`src/rtl/note_feeder_if.sv`:
```
// note_feeder_if: lane-side pattern request/hit signals and HUD result bus
interface note_feeder_if;
  logic trocar;
  logic ponto;
  logic [3:0] command_out;
  logic [13:0] score;
  logic [7:0] combo;
  logic [7:0] max_combo;
  logic song_done;
  modport master (
    output trocar, ponto,
    input command_out, score, combo, max_combo, song_done
  );
  modport slave (
    input trocar, ponto,
    output command_out, score, combo, max_combo, song_done
  );
endinterface

```
`src/rtl/note_feeder.sv`:
```
// note_feeder: LFSR chord pattern source for the lanes plus score/combo tally
module note_feeder #(
  parameter logic [15:0] SEED = 16'hACE1,
  parameter int SONG_LEN = 64,
  parameter int MAX_KEYS = 2
) (
  input logic CLOCK_25,
  input logic reset,
  note_feeder_if.slave bus
);
  localparam int IW = $clog2(SONG_LEN + 1);
  localparam logic [IW-1:0] LEN = IW'(SONG_LEN);
  typedef enum logic {PLAYING, DONE} state_t;
  function automatic logic [3:0] pat(input logic [3:0] v);
    logic [3:0] r;
    int n;
    r = '0;
    n = 0;
    for (int i = 0; i < 4; i++)
      if (v[i] && n < MAX_KEYS) begin
        r[i] = 1'b1;
        n++;
      end
    return v == 4'd0 ? 4'b1000 : r;
  endfunction
  state_t r_state, w_state;
  logic [15:0] r_lfsr, w_lfsr, w_step;
  logic [3:0] r_cmd, w_cmd;
  logic [IW-1:0] r_issued, w_issued;
  logic r_hit, w_hit, r_ponto_d, r_done, w_done, w_credit;
  logic [13:0] r_score, w_score, w_score_inc;
  logic [14:0] w_sum;
  logic [7:0] r_combo, w_combo, w_combo_inc, r_max, w_max;
  logic [2:0] w_mult;
  assign w_step = {r_lfsr[14:0], r_lfsr[15] ^ r_lfsr[13] ^ r_lfsr[12] ^ r_lfsr[10]};
  assign w_credit = r_state == PLAYING && bus.ponto && !r_ponto_d && !r_hit;
  assign w_combo_inc = r_combo == 8'hFF ? r_combo : r_combo + 8'd1;
  assign w_mult = r_combo >= 8'd24 ? 3'd4 : {1'b0, r_combo[4:3]} + 3'd1;
  assign w_sum = {1'b0, r_score} + {12'd0, w_mult};
  assign w_score_inc = w_sum > 15'd9999 ? 14'd9999 : w_sum[13:0];
  always_comb begin
    w_state = r_state;
    w_lfsr = r_lfsr;
    w_cmd = r_cmd;
    w_issued = r_issued;
    w_hit = r_hit;
    w_score = r_score;
    w_combo = r_combo;
    w_max = r_max;
    w_done = r_done;
    if (r_state == PLAYING) begin
      if (w_credit) begin
        w_hit = 1'b1;
        w_combo = w_combo_inc;
        w_score = w_score_inc;
        w_max = w_combo_inc > r_max ? w_combo_inc : r_max;
      end
      if (bus.trocar) begin
        w_combo = w_hit ? w_combo : 8'd0;
        if (r_issued == LEN) begin
          w_state = DONE;
          w_cmd = 4'd0;
          w_done = 1'b1;
        end else begin
          w_lfsr = w_step;
          w_cmd = pat(w_step[3:0]);
          w_issued = r_issued + IW'(1);
          w_hit = 1'b0;
        end
      end
    end
  end
  always_ff @(posedge CLOCK_25) begin
    r_ponto_d <= reset ? 1'b0 : bus.ponto;
    if (reset) begin
      r_state <= PLAYING;
      r_lfsr <= SEED;
      r_cmd <= pat(SEED[3:0]);
      r_issued <= IW'(1);
      r_hit <= 1'b0;
      r_score <= '0;
      r_combo <= '0;
      r_max <= '0;
      r_done <= 1'b0;
    end else begin
      r_state <= w_state;
      r_lfsr <= w_lfsr;
      r_cmd <= w_cmd;
      r_issued <= w_issued;
      r_hit <= w_hit;
      r_score <= w_score;
      r_combo <= w_combo;
      r_max <= w_max;
      r_done <= w_done;
    end
  end
  assign bus.command_out = r_cmd;
  assign bus.score = r_score;
  assign bus.combo = r_combo;
  assign bus.max_combo = r_max;
  assign bus.song_done = r_done;
endmodule

```
`src/flat_wrapper.sv`:
```
// flat-port wrapper written by rule: the top's interface ports become plain ports
module note_feeder_flat 
#(
  parameter logic [15:0] SEED = 16'hACE1,
  parameter int SONG_LEN = 64,
  parameter int MAX_KEYS = 2
)
  (CLOCK_25, reset, bus_trocar, bus_ponto, bus_command_out, bus_score, bus_combo, bus_max_combo, bus_song_done);
  note_feeder_if bus_i ();
  input logic CLOCK_25;
  input logic reset;
  input wire logic [$bits(bus_i.trocar)-1:0] bus_trocar;
  input wire logic [$bits(bus_i.ponto)-1:0] bus_ponto;
  output wire logic [$bits(bus_i.command_out)-1:0] bus_command_out;
  output wire logic [$bits(bus_i.score)-1:0] bus_score;
  output wire logic [$bits(bus_i.combo)-1:0] bus_combo;
  output wire logic [$bits(bus_i.max_combo)-1:0] bus_max_combo;
  output wire logic [$bits(bus_i.song_done)-1:0] bus_song_done;
  assign bus_i.trocar = bus_trocar;
  assign bus_i.ponto = bus_ponto;
  assign bus_command_out = bus_i.command_out;
  assign bus_score = bus_i.score;
  assign bus_combo = bus_i.combo;
  assign bus_max_combo = bus_i.max_combo;
  assign bus_song_done = bus_i.song_done;
  note_feeder #(.SEED(SEED), .SONG_LEN(SONG_LEN), .MAX_KEYS(MAX_KEYS)) u_core (.CLOCK_25(CLOCK_25), .reset(reset), .bus(bus_i));
endmodule
```
`config.mk`:
```
export PLATFORM = sky130hd
export DESIGN_NAME = note_feeder_flat
export DESIGN_NICKNAME = d
export VERILOG_FILES = /design/src/rtl/note_feeder_if.sv /design/src/rtl/note_feeder.sv /design/src/flat_wrapper.sv
export SDC_FILE = /design/constraint.sdc
export NUM_CORES = 1
export LEC_CHECK = 0
export BUFFER_PORTS_ARGS = -buffer_cell sky130_fd_sc_hd__buf_2
export CELL_PAD_IN_SITES_DETAIL_PLACEMENT = 0
export CELL_PAD_IN_SITES_GLOBAL_PLACEMENT = 1
export CORE_ASPECT_RATIO = 0.75
export CORE_UTILIZATION = 44
export CTS_BUF_LIST = sky130_fd_sc_hd__clkbuf_4
export DETAILED_ROUTE_END_ITERATION = 6
export GPL_TIMING_DRIVEN = 0
export PLACE_DENSITY = 0.83
export SETUP_SLACK_MARGIN = 0.2
export SYNTH_ARGS = -nofsm -noshare
export SYNTH_HDL_FRONTEND = slang
export SYNTH_SLANG_ARGS = --single-unit
```
`constraint.sdc`:
```
create_clock -name CLOCK_25 -period 3.5 [get_ports CLOCK_25]
set_input_delay 0.175 -clock CLOCK_25 [delete_from_list [all_inputs] [get_ports CLOCK_25]]
set_output_delay 0.175 -clock CLOCK_25 [all_outputs]
set_load 0.02 [all_outputs]
```
* Yosys cells after proc, flatten, opt, wreduce, memory -nomap -nowiden
Cells that the tools add are included.
Widths: inputs -> output; s select.
** Storage, ports and cells
- Logic and storage cells :: 74
- Output and inout port bits :: 35
- RAM bits :: 0
- Latch bits :: 0
- Memories kept :: 0
- Input port bits :: 4
- Register bits after elaboration :: 61
- ROM bits :: 0
** Operators by class
- Equality and inequality tests :: 2
- Divide/modulo/power cells :: 0
- $add $sub $neg :: 6
- Magnitude comparators :: 6
- Reductions and logical operators :: 14
- Multiply operators :: 0
- Bitwise gates (word level) :: 5
- Muxes and demuxes :: 31
- Shift-type cells :: 0
** Operator list (number)
- $mux 32 :: 11
- $lt 32x3->1 const B :: 3
- $add 32x2->32 const B :: 2
- $mux 8 :: 4
- $add 14x3->15 :: 1
- $gt 15x14->1 const B :: 1
- $mux 14 :: 1
- $mux 1 :: 12
- $reduce_and 3->1 :: 3
- $add 8x1->8 const B :: 1
- $eq 8x8->1 const B :: 1
- $ge 8x5->1 const B :: 1
- $gt 8x8->1 :: 1
- $mux 4 :: 2
- $add 7x1->7 const B :: 1
- $eq 7x7->1 const B :: 1
- $logic_and 1x1->1 :: 6
- $logic_not 4->1 :: 1
- $reduce_and 2->1 :: 2
- $add 2x1->3 const B :: 1
- $mux 3 :: 1
- $xor 1x1->1 :: 3
- $logic_not 1->1 :: 2
- $not 1->1 :: 2

* Depth between registers and ports, before layout
Gate-level depths: netlist of the first run.
- Word-level depth :: 24
- Depth in mapped cells :: 12
- Gate-level depth less buffers :: 12

* Worst setup path before layout of the first run
OpenSTA, ideal clock, no wires.
- Kind :: reg2reg
- Start :: register u_core.r_combo[0], in the netlist u_core.bus.combo[0]
- End :: register u_core.r_max[0], in the netlist u_core.bus.max_combo[0]
- Buffers on the path :: 0
- Data required time :: 3.377 ns
- Cell stages (with the launch flop) :: 12
- Library setup time :: 0.123 ns
- Slack :: 0.332 ns
- Data arrival time :: 3.045 ns
- Period minus slack after synthesis :: 3.168 ns
- Cell sequence :: dfxtp_1 -> ha_1 -> and3_1 -> nand4_1 -> o21ai_0 -> ha_1 -> nor2b_1 -> o21a_1 -> o21a_1 -> o21ai_0 -> a21oi_4 -> mux2_1
** Between the ends
- Cells in the longest elaborated chain, start to end :: 4
- Elaborated cells on any way between the ends :: 5
- Classes of those cells :: add/sub: 1; order compare: 1; eq/ne: 1; mux: 1; reduce/logical: 1
** RTL lines
- from (decl) :: RTL line note_feeder.sv:33 : logic [7:0] r_combo, w_combo, w_combo_inc, r_max, w_max;
- from (signal assigned) :: RTL line note_feeder.sv:92 : r_combo <= w_combo;
- $add 8x1->8 / $eq 8x8->1 (equally long branches) :: RTL line note_feeder.sv:37 : assign w_combo_inc = r_combo == 8'hFF ? r_combo : r_combo + 8'd1;
- $mux 8 * :: RTL line note_feeder.sv:37
- net u_core.w_combo_inc[1] :: RTL line note_feeder.sv:33
- $gt 8x8->1 * :: RTL line note_feeder.sv:56 : w_max = w_combo_inc > r_max ? w_combo_inc : r_max;
- $reduce_and 3->1 (no source line) *
- to (signal assigned) :: RTL line note_feeder.sv:93 : r_max <= w_max;
- to (decl) :: RTL line note_feeder.sv:33
Mark *: on every way through the listed nets, which the timed path passes. The rest lies on a longest branch.
A chain may end at the register's enable or synchronous reset.

* Worst setup path after layout of the first run
Same ends and word-level chain as after synthesis.

==> results of run 1 <==
stage by stage:
stage	util, %	total power, W	cell area [sq um]	hold WS [ns]
floorplan	-	0.000903	3280	0.303
finish	54.7	0.00139	3830	0.0468
global route	54.7	0.00147	3830	0.0626
global placement	51.4	0.000953	3590	0.427
CTS	53.6	0.00140	3750	0.0141
detailed placement	51.4	0.000957	3590	0.444
repair_timing:
item | in CTS | in global routing
setup buffers | 3 | 3
resized for setup | 2 | 9
hold buffers | 1 | 0
setup endpoints to repair | 18 | 14
gates cloned | 0 | 0
pin swaps | 1 | 0
endpoints found under the hold margin | 1 | 0
worst max-delay path, cell delays in order (launching register included):
cell	delay (ns)
dfxtp_1	0.41
ha_1	0.27
and3_1	0.24
nand4_1	0.10
buf_4	0.15
nand4_1	0.11
xnor2_1	0.31
ha_1	0.32
and4_1	0.21
a31oi_1	0.16
o21ai_1	0.14
a21oi_4	0.24
mux2_1	0.34
state kept, by name, summed over array words and instances (netlist names), 4 cells and up:
register / cells
u_core.bus.combo: 8
u_core.bus.command_out: 4
u_core.bus.max_combo: 8
u_core.bus.score: 14
u_core.r_issued: 7
u_core.r_lfsr: 16
routing by layer:
| metal | routed length (microns) | GRT usage [%] | vias up |
|---|---|---|---|
| met1 | 3930 | 31.3 | 1368 |
| li1 | - | - | 1516 |
| met4 | 62 | 4.35 | 0 |
| met5 | 0 | 0 | - |
| met2 | 3320 | 31.1 | 55 |
| met3 | 399 | 6.02 | 6 |
cell usage after synthesis, types with 9 or more instances:
library cell   n
inv_1         16
dfxtp_1       61
xnor2_1       11
clkbuf_1      12
nand3_1       20
ha_1          19
nand2_1       66
a21oi_1       23
and3_1        15
nor2_1        37
mux2i_1        9
path summary, 6_finish.rpt:
check                                         start                       to  slack [ns]  depth (start not counted)
worst min register to register     u_core.r_lfsr[3]         u_core.r_lfsr[4]        0.46                          2
worst min-delay path                     bus_trocar           u_core.r_state        0.05                          3
worst max-delay path            u_core.bus.combo[0]  u_core.bus.max_combo[0]        0.40                         12
worst max register to register  u_core.bus.combo[0]  u_core.bus.max_combo[0]        0.40                         12
cells by family after synthesis:
logic type                 count (synthesis)
and+or+nand+nor                          181
buffers and inverters                     34
AOI/OAI and AO/OA                         77
adders and majority gates                 20
xor gates and xnor gates                  16
DFF                                       61
muxes                                     10
report_power, final:
part | leakage, nW | internal [W] | switching (W)
combinational | 1.11 | 0.0000867 | 0.000125
sequential | 0.498 | 0.000723 | 0.0000248
clock | 0.0522 | 0.000146 | 0.000287
area by class of cell:
class                           instances  area share [%]
Multi-Input combinational cell        304            51.5
Sequential cell                        61            31.9
Timing Repair Buffer                   45            6.73
Tap cell                               98            3.20
Buffer                                 18            1.96
Clock buffer                            9            1.76
Inverter                               16            1.57
Clock inverter                          7            1.34
==> run_results.csv, run 1 <==
group,metric,value,unit
clocking,cts_made_buffers,9,
logic_synthesis,synth.top_cell.area_share,37.2,%
worst_setup_path,crit_arrival,3.40,ns
logic_synthesis,synthMuxAreaShare,3.09,%
pwr,power.leakage,1.66,nW
drt,drtPass1Iterations,4,
floorplan,initial_utilization,46.9,%
global_routing,overflow,0,
global_routing,grt_pass1_wl,13.1,mm
cells_and_area,final_cell_mix,"66 x nand2_1, 61 x dfxtp_1, 40 x buf_2",
logic_synthesis,synth-simple-area-share,26.9,%
logic_synthesis,synth_top_family_by_area,"simple AND/OR/NAND/NOR gates",
pwr,powerDensity,364,nW/um^2
global_routing,grt_pass1_vias,2680,
cells_and_area,drive_gt1_share,16.5,%
drt,drcViolationCount,0,
min_path,min_path_type,"in -> reg",
placement,gp_congestion,0.813,
worst_setup_path,critPathKind,"reg -> reg",
floorplan,ioPinCount,39,
floorplan,die_w,102,microns
timing,slew_viol_final,0,
logic_synthesis,async_flop_share,0,%
drt,drt_iter0_markers,114,
logic_synthesis,synth_nets,423,
clocking,cts-root-buf,"clkbuf_4",
clocking,clockBufferDepth,2,
cells_and_area,syn_to_final_growth,16.7,%
floorplan,fp.dieArea,7810,sq um
cells_and_area,multiInputGateArea,1970,sq um
drt,routedWlPerCell,13.8,microns
logic_synthesis,yosys_register_bits,61,
placement,dp_hpwl,5.58,mm
clocking,clkTransAtPathRegs,0.12,ns
worst_setup_path,startpoint_type,"register",
cells_and_area,regArea,1220,sq um
cells_and_area,n_fill_cell,681,
timing,fmax,323,MHz
drt,via_per_inst,5.28,
timing,period_minus_slack,3.10,ns
worst_setup_path,required,3.81,ns
drt,via_count,2945,
timing,finalClockSkew,0.0144,ns
global_routing,grt_use_total,21.4,%
logic_synthesis,synth_edf_count,0,
placement,dpl.cell_count,535,
clocking,cts_tree,"done",
logic_synthesis,synth_xor_area_share,4.27,%
worst_setup_path,cp_max_fo,7,
logic_synthesis,synth.avg_cell_area,8.23,sq um
timing,post-route-period-util,88.5,%
placement,post-place-ws,0.0119,ns
cells_and_area,fin_nets,479,
floorplan,core-area,6990,sq um
cells_and_area,final_common_cell,"nand2_1",
floorplan,rows,26,
logic_synthesis,synth_top_area_cell,"dfxtp_1",
logic_synthesis,synth_top_flop_cell,"dfxtp_1",
clocking,clk_latency,0.42,ns
global_routing,grt_max_degree,13,
cells_and_area,antennaDiodeCount,0,
timing,hold_viol_final,0,
logic_synthesis,yosysWarnings,0,
cells_and_area,final_cell_count_no_fill,558,
global_routing,antenna_found_initial,0,
timing,slew_headroom,62.4,%
placement,portBuffers,38,
logic_synthesis,yosysSeqAreaShare,37.2,%
timing,setup-violations-final,0,
run_status,status,"finished, final reports clean",
clocking,clock-sinks,61,
logic_synthesis,ys_types,55,
floorplan,die_h,76.8,microns
logic_synthesis,syn_area,3280,sq um
pwr,ir_drop,0.000186,V
timing,worst_pin_slew,0.564,ns
logic_synthesis,synth_cells,399,
drt,postRouteAntennaNets,0,
timing,timing.final.ws_setup,0.402,ns
job,maxCapViolations,0,
logic_synthesis,synth_compound_area_share,16.6,%
clocking,htreeDepth,3,
timing,grt_setup_unrepaired,"yes",
logic_synthesis,synth.area.top_cells,"dfxtp_1 37%, nand2_1 7.5%, ha_1 7.2%",
timing,tns,0,ns
worst_setup_path,worst_setup_path_end_kind,"register",
logic_synthesis,synth_fa_ha_area_share,7.85,%
drt,finalWirelength,7.70,mm
No activity file was read; power rests on OpenSTA's default activity.
==> inputs of run 2 (changes only) <==
--- a/config.mk
+++ b/config.mk
@@ -15,6 +15,7 @@
 export GPL_TIMING_DRIVEN = 0
 export PLACE_DENSITY = 0.83
 export SETUP_SLACK_MARGIN = 0.2
+export SKIP_CTS_REPAIR_TIMING = 1
 export SYNTH_ARGS = -nofsm -noshare
 export SYNTH_HDL_FRONTEND = slang
 export SYNTH_SLANG_ARGS = --single-unit
==> constraint.sdc (replaced) <==
create_clock -name CLOCK_25 -period 3.5 [get_ports CLOCK_25]
set_input_delay 0.7 -clock CLOCK_25 [delete_from_list [all_inputs] [get_ports CLOCK_25]]
set_output_delay 0.7 -clock CLOCK_25 [all_outputs]
set_load 0.02 [all_outputs]
==> run 2 against run 1 <==
  * Die area is the same
  * Clock power about the same
  * Core utilization is 0.25 points lower
  * Clock skew barely moved
  * Sequential power is essentially flat
  * Final cell count down 0.18%
  * Non-clock buffer count down 1
  * Combinational power fell by 3%
==> run_results.csv, run 2 (synthesis results as in run 1) <==
group,metric,value,unit
cells_and_area,fin_nets,478,
timing,grt_setup_unrepaired,"no",
pwr,combPwrFrac,14.8,%
worst_setup_path,crit_arrival,3.37,ns
timing,period_minus_slack,3.06,ns
placement,dpl.cell_count,535,
global_routing,grt_max_degree,13,
timing,tns,0,ns
worst_setup_path,worst_setup_path_end_kind,"register",
timing,hold-worst-slack,0.458,ns
floorplan,rows,26,
pwr,p_sw_share,31.4,%
drt,drcViolationCount,0,
cells_and_area,largest_register,"u_core.r_lfsr",
pwr,ir_drop,0.000186,V
timing,hold_viol_final,0,
worst_setup_path,reg2reg_slack,0.44,ns
placement,place_area,3590,sq um
min_path,min_path_type,"reg -> reg",
drt,via_per_inst,5.28,
timing,slew_headroom,62.5,%
clocking,clock-sinks,61,
cells_and_area,largest_reg_flops,16,
run_status,status,"finished, final reports clean",
drt,drtPass1Iterations,4,
placement,gp_congestion,0.813,
clocking,htreeDepth,3,
pwr,powerDensity,363,nW/um^2
job,maxCapViolations,0,
cells_and_area,fin_util,54.5,%
drt,via_count,2943,
worst_setup_path,critPathKind,"reg -> reg",
global_routing,overflow,0,
timing,fmax,327,MHz
floorplan,ioPinCount,39,
cells_and_area,antennaDiodeCount,0,
drt,routedWlPerCell,13.8,microns
floorplan,die_h,76.8,microns
timing,slew_viol_final,0,
placement,dp_hpwl,5.58,mm
floorplan,fp.dieArea,7810,sq um
worst_setup_path,cp_max_fo,8,
timing,post-route-period-util,87.5,%
worst_setup_path,startpoint_type,"register",
pwr,clockPowerShare,31.2,%
clocking,clockBufferDepth,2,
floorplan,initial_utilization,46.9,%
global_routing,grt_pass1_wl,13.0,mm
clocking,cts-root-buf,"clkbuf_4",
pwr,power.leakage,1.66,nW
drt,postRouteAntennaNets,0,
cells_and_area,syn_to_final_growth,16.1,%
cells_and_area,fin_area,3810,sq um
cells_and_area,drive_gt1_share,16.8,%
worst_setup_path,required,3.80,ns
global_routing,grt_pass1_vias,2658,
clocking,cts_tree,"done",
cells_and_area,final_common_cell,"nand2_1",
pwr,p_seq_share,54.0,%
drt,drt_iter0_markers,120,
pwr,netSwitchingPower,0.000434,W
floorplan,core-area,6990,sq um
pwr,p_int,0.000951,W
cells_and_area,final_cell_count_no_fill,557,
clocking,cts_made_buffers,9,
drt,finalWirelength,7.70,mm
cells_and_area,final_cell_mix,"66 x nand2_1, 61 x dfxtp_1, 40 x buf_2",
timing,finalClockSkew,0.0148,ns
clocking,clk_latency,0.42,ns
placement,portBuffers,38,
global_routing,grt_use_total,21.3,%
global_routing,antenna_found_initial,0,
clocking,clkTransAtPathRegs,0.11,ns
floorplan,die_w,102,microns
timing,setup-violations-final,0,
timing,worst_pin_slew,0.559,ns
-- run 2: cell count changes in the layout (fill, tap and decap cells not counted), sizes merged --
cell,previous run,this run
dlygate4sd3,1,0
-- run 2: layout make-up --
cell class	count	area, sq um
fill	683	3180
multi-input combinational	304	1980
sequential	61	1220
timing repair buffer	44	235
tap	98	123
buffer	18	75.1
clock buffer	9	67.6
inverter	16	60.1
clock inverter	7	51.3
-- run 2: power groups by stage --
stage | combinational [W] | clock, W | sequential (W)
after CTS | 0.000195 | 0.000453 | 0.000748
after detailed placement | 0.000193 | 0 | 0.000764
after global placement | 0.000190 | 0 | 0.000763
after global routing | 0.000230 | 0.000482 | 0.000753
final | 0.000205 | 0.000432 | 0.000748
after floorplan | 0.000129 | 0 | 0.000774
-- run 2: per-layer routing --
layer | vias to the layer above | part of all wire (%) | track usage [%]
met5 | - | 0 | 0
met4 | 0 | 0.81 | 4.35
met3 | 6 | 5.2 | 6.20
met2 | 56 | 43 | 30.7
met1 | 1366 | 51 | 31.2
li1 | 1515 | - | -
-- run 2: worst paths after layout --
| kind | startpoint | end | cells past startpoint |
|---|---|---|---|
| setup / recovery | u_core.bus.combo[0] | u_core.bus.max_combo[0] | 12 |
| hold / removal | u_core.r_lfsr[3] | u_core.r_lfsr[4] | 2 |
| setup reg to reg | u_core.bus.combo[0] | u_core.bus.max_combo[0] | 12 |
| hold reg to reg | u_core.r_lfsr[3] | u_core.r_lfsr[4] | 2 |
-- run 2: metrics by stage --
step                total power [W]  setup WS (ns)
floorplan                  0.000903          0.332
global placement           0.000953         0.0533
detailed placement         0.000957         0.0119
CTS                         0.00140       -0.00219
global route                0.00147          0.227
finish                      0.00139          0.438
-- run 2: worst max-delay path, stage by stage, from the launching register on --
cell	delay, ns
dfxtp_1	0.41
ha_1	0.27
and3_1	0.23
nand4_1	0.10
buf_4	0.16
nand4_1	0.12
xnor2_1	0.32
ha_1	0.32
and4_1	0.21
a31oi_1	0.17
o21ai_1	0.14
a21oi_4	0.19
mux2_1	0.33
==> inputs of run 3 (changes only) <==
--- a/config.mk
+++ b/config.mk
@@ -5,15 +5,17 @@
 export SDC_FILE = /design/constraint.sdc
 export NUM_CORES = 1
 export LEC_CHECK = 0
+export ABC_AREA = 1
 export BUFFER_PORTS_ARGS = -buffer_cell sky130_fd_sc_hd__buf_2
 export CELL_PAD_IN_SITES_DETAIL_PLACEMENT = 0
 export CELL_PAD_IN_SITES_GLOBAL_PLACEMENT = 1
 export CORE_ASPECT_RATIO = 0.75
 export CORE_UTILIZATION = 44
 export CTS_BUF_LIST = sky130_fd_sc_hd__clkbuf_4
+export CTS_CLUSTER_DIAMETER = 100
 export DETAILED_ROUTE_END_ITERATION = 6
 export GPL_TIMING_DRIVEN = 0
-export PLACE_DENSITY = 0.83
+export PLACE_DENSITY_LB_ADDON = 0.2
 export SETUP_SLACK_MARGIN = 0.2
 export SKIP_CTS_REPAIR_TIMING = 1
 export SYNTH_ARGS = -nofsm -noshare
==> run 3 against run 2 <==
  * Worst hold slack better by 0.010 ns
  * Final cell count is 18% higher
  * Global-route usage is 0.30 points lower
  * Clock skew hardly changed
  * Final area is 4.3% higher
  * Critical endpoint is now u_core.bus.max_combo[1]
  * Highest routed layer unchanged
==> run_results.csv, run 3 <==
group,metric,value,unit
run_status,status,"finished, final reports clean",
logic_synthesis,async_flop_share,0,%
timing,grt_setup_unrepaired,"no",
drt,drcViolationCount,0,
floorplan,rows,27,
timing,slew_viol_final,0,
drt,top_layer,"met4",
pwr,combPwrFrac,23.3,%
worst_setup_path,startpoint_type,"register",
logic_synthesis,synth.area.top_cells,"dfxtp_1 35%, nand2_1 11%, ha_1 6.8%",
drt,routedWlPerCell,12.5,microns
worst_setup_path,crit_end,"u_core.bus.max_combo[1]",
logic_synthesis,synth_top_flop_cell,"dfxtp_1",
pwr,p_seq_share,47.4,%
job,maxCapViolations,0,
floorplan,fp.dieArea,8340,sq um
pwr,p_sw_share,34.2,%
logic_synthesis,synth-simple-area-share,30.6,%
worst_setup_path,cp_max_fo,9,
pwr,netSwitchingPower,0.000576,W
logic_synthesis,synth_edf_count,0,
clocking,cts-root-buf,"clkbuf_4",
floorplan,die_h,79.3,microns
drt,postRouteAntennaNets,0,
timing,period_minus_slack,2.99,ns
drt,route.met2.wl,3.33,mm
global_routing,grt_pass1_vias,2886,
global_routing,antenna_found_initial,0,
drt,drtPass1Iterations,4,
worst_setup_path,required,3.80,ns
cells_and_area,antennaDiodeCount,0,
worst_setup_path,r2r_end,"u_core.bus.max_combo[1]",
logic_synthesis,synth_cells,501,
pwr,ir_drop,0.000196,V
cells_and_area,fin_util,52.8,%
clocking,clk_latency,0.39,ns
logic_synthesis,synth_fa_ha_area_share,7.35,%
placement,portBuffers,37,
clocking,cts_tree,"done",
placement,dp_hpwl,6.26,mm
cells_and_area,final_cell_count_no_fill,656,
logic_synthesis,syn_area,3510,sq um
global_routing,overflow,0,
clocking,clkTransAtPathRegs,0.12,ns
pwr,powerDensity,424,nW/um^2
worst_setup_path,reg2reg_slack,0.51,ns
worst_setup_path,rr_worst_depth,19,
worst_setup_path,worst_setup_path_end_kind,"register",
logic_synthesis,yosys_register_bits,61,
global_routing,grt_max_degree,13,
timing,tns,0,ns
pwr,power.leakage,1.87,nW
clocking,clockBufferDepth,2,
cells_and_area,largest_register,"u_core.r_lfsr",
floorplan,core-area,7530,sq um
cells_and_area,n_fill_cell,771,
floorplan,initial_utilization,46.6,%
clocking,clock-sinks,61,
logic_synthesis,yosysWarnings,0,
timing,fmax,335,MHz
timing,hold_viol_final,0,
logic_synthesis,synth.top_cell.area_share,34.8,%
timing,slew_headroom,58.8,%
logic_synthesis,synthTopCellsByCount,"105 x nand2_1, 61 x dfxtp_1, 61 x inv_1",
floorplan,ioPinCount,39,
worst_setup_path,crit_arrival,3.28,ns
cells_and_area,syn_to_final_growth,13.3,%
logic_synthesis,synth_top_area_cell,"dfxtp_1",
cells_and_area,largest_reg_flops,16,
logic_synthesis,synth_compound_area_share,14.6,%
cells_and_area,drive_gt1_share,17.5,%
logic_synthesis,synthMuxAreaShare,0,%
drt,wl_met3,324,microns
drt,met1_length,4.53,mm
timing,setup-violations-final,0,
placement,dpl.cell_count,639,
global_routing,grt_pass1_wl,13.9,mm
logic_synthesis,synth_top_family_by_area,"simple AND/OR/NAND/NOR gates",
logic_synthesis,ys_types,37,
floorplan,die_w,105,microns
drt,via_count,3226,
pwr,clockPowerShare,29.3,%
timing,worst_pin_slew,0.618,ns
drt,via_per_inst,4.92,
worst_setup_path,critPathKind,"reg -> reg",
timing,post-route-period-util,85.4,%
clocking,cts_made_buffers,9,
clocking,htreeDepth,3,
logic_synthesis,yosysSeqAreaShare,34.8,%
logic_synthesis,yosysMostFrequentCell,"nand2_1",
min_path,min_path_type,"reg -> reg",
worst_setup_path,crit_start,"u_core.bus.combo[1]",
drt,finalWirelength,8.21,mm
cells_and_area,final_cell_mix,"104 x nand2_1, 61 x inv_1, 60 x dfxtp_1",
timing,finalClockSkew,0.0150,ns
drt,drt_iter0_markers,150,
logic_synthesis,synth_nets,525,
cells_and_area,final_common_cell,"nand2_1",
pwr,p_int,0.00111,W
cells_and_area,fin_nets,574,
worst_setup_path,r2r_start,"u_core.bus.combo[1]",
global_routing,grt_use_total,21.0,%
placement,gp_congestion,0.820,
logic_synthesis,synth_xor_area_share,3.25,%
logic_synthesis,synth.avg_cell_area,7.00,sq um
run 3: power groups by stage:
stage          Clock [W]  Sequential, W  Combinational (W)
6_report        0.000494       0.000798           0.000392
5_1_grt         0.000540       0.000806           0.000451
4_1_cts         0.000515       0.000798           0.000387
3_5_place_dp           0       0.000814           0.000386
3_3_place_gp           0       0.000811           0.000380
2_1_floorplan          0       0.000852           0.000241
run 3: kinds of logic (layout without fill, tap and decap cells):
group	Yosys count	count (layout)
xor gates and xnor gates	13	13
adders and majority gates	20	20
AOI/OAI and AO/OA	91	91
buffers and inverters	83	137
DFF	61	61
and+or+nand+nor	233	233
run 3: how the worst min path moves through the flow:
stage / startpoint / endpoint / slack (ns) / cells after the start
CTS: u_core.r_lfsr[6] / u_core.r_lfsr[7] / 0.47 / 2
global route: u_core.r_lfsr[5] / u_core.r_lfsr[5] / 0.50 / 2
detailed placement: u_core.r_lfsr[6] / u_core.r_lfsr[7] / 0.44 / 2
finish: u_core.r_lfsr[6] / u_core.r_lfsr[7] / 0.47 / 2
global placement: u_core.r_lfsr[14] / u_core.r_lfsr[15] / 0.44 / 2
floorplan: u_core.r_lfsr[5] / u_core.r_lfsr[6] / 0.43 / 2
run 3: critical path, cell delays in order, from the launching register on:
cell and delay, ns:
dfxtp_1 0.45, ha_1 0.20, nand2_1 0.07, inv_1 0.10, nand4_1 0.10, or2_1 0.25
buf_6 0.14, inv_2 0.06, nand2_1 0.04, o21ai_0 0.07, inv_1 0.10, ha_1 0.30
a21oi_1 0.14, o21ai_0 0.08, a21oi_1 0.12, o21ai_0 0.10, nand2_2 0.20, clkinvlp_2 0.21
nor2_1 0.13, nor2_1 0.05
run 3: per-stage QoR:
| stage | hold WS [ns] | setup WS (ns) | power [W] | cell area, sq um |
|---|---|---|---|---|
| after floorplan | 0.429 | 0.674 | 0.00109 | 3510 |
| after global placement | 0.436 | 0.402 | 0.00119 | 3820 |
| after detailed placement | 0.441 | 0.330 | 0.00120 | 3820 |
| after CTS | 0.472 | 0.303 | 0.00170 | 3960 |
| after global routing | 0.501 | 0.211 | 0.00180 | 3980 |
| final | 0.468 | 0.513 | 0.00168 | 3980 |
run 3: area by class of cell:
cell class                      count  area [sq um]  area share (%)
Clock buffer                        9          67.6            1.70
Timing Repair Buffer               37           185            4.66
Sequential cell                    61          1220            30.8
Clock inverter                      7          75.1            1.89
Inverter                           67           255            6.42
Timing Repair inverter              1          5.00           0.126
Buffer                             16          78.8            1.98
Tap cell                          101           126            3.18
Multi-Input combinational cell    357          1960            49.3
run 3: per-layer routing:
metal,up-vias,global-route usage [%]
met3,2,5.09
met1,1453,31.0
met2,49,30.3
li1,1722,-
met4,0,5.21
met5,-,0
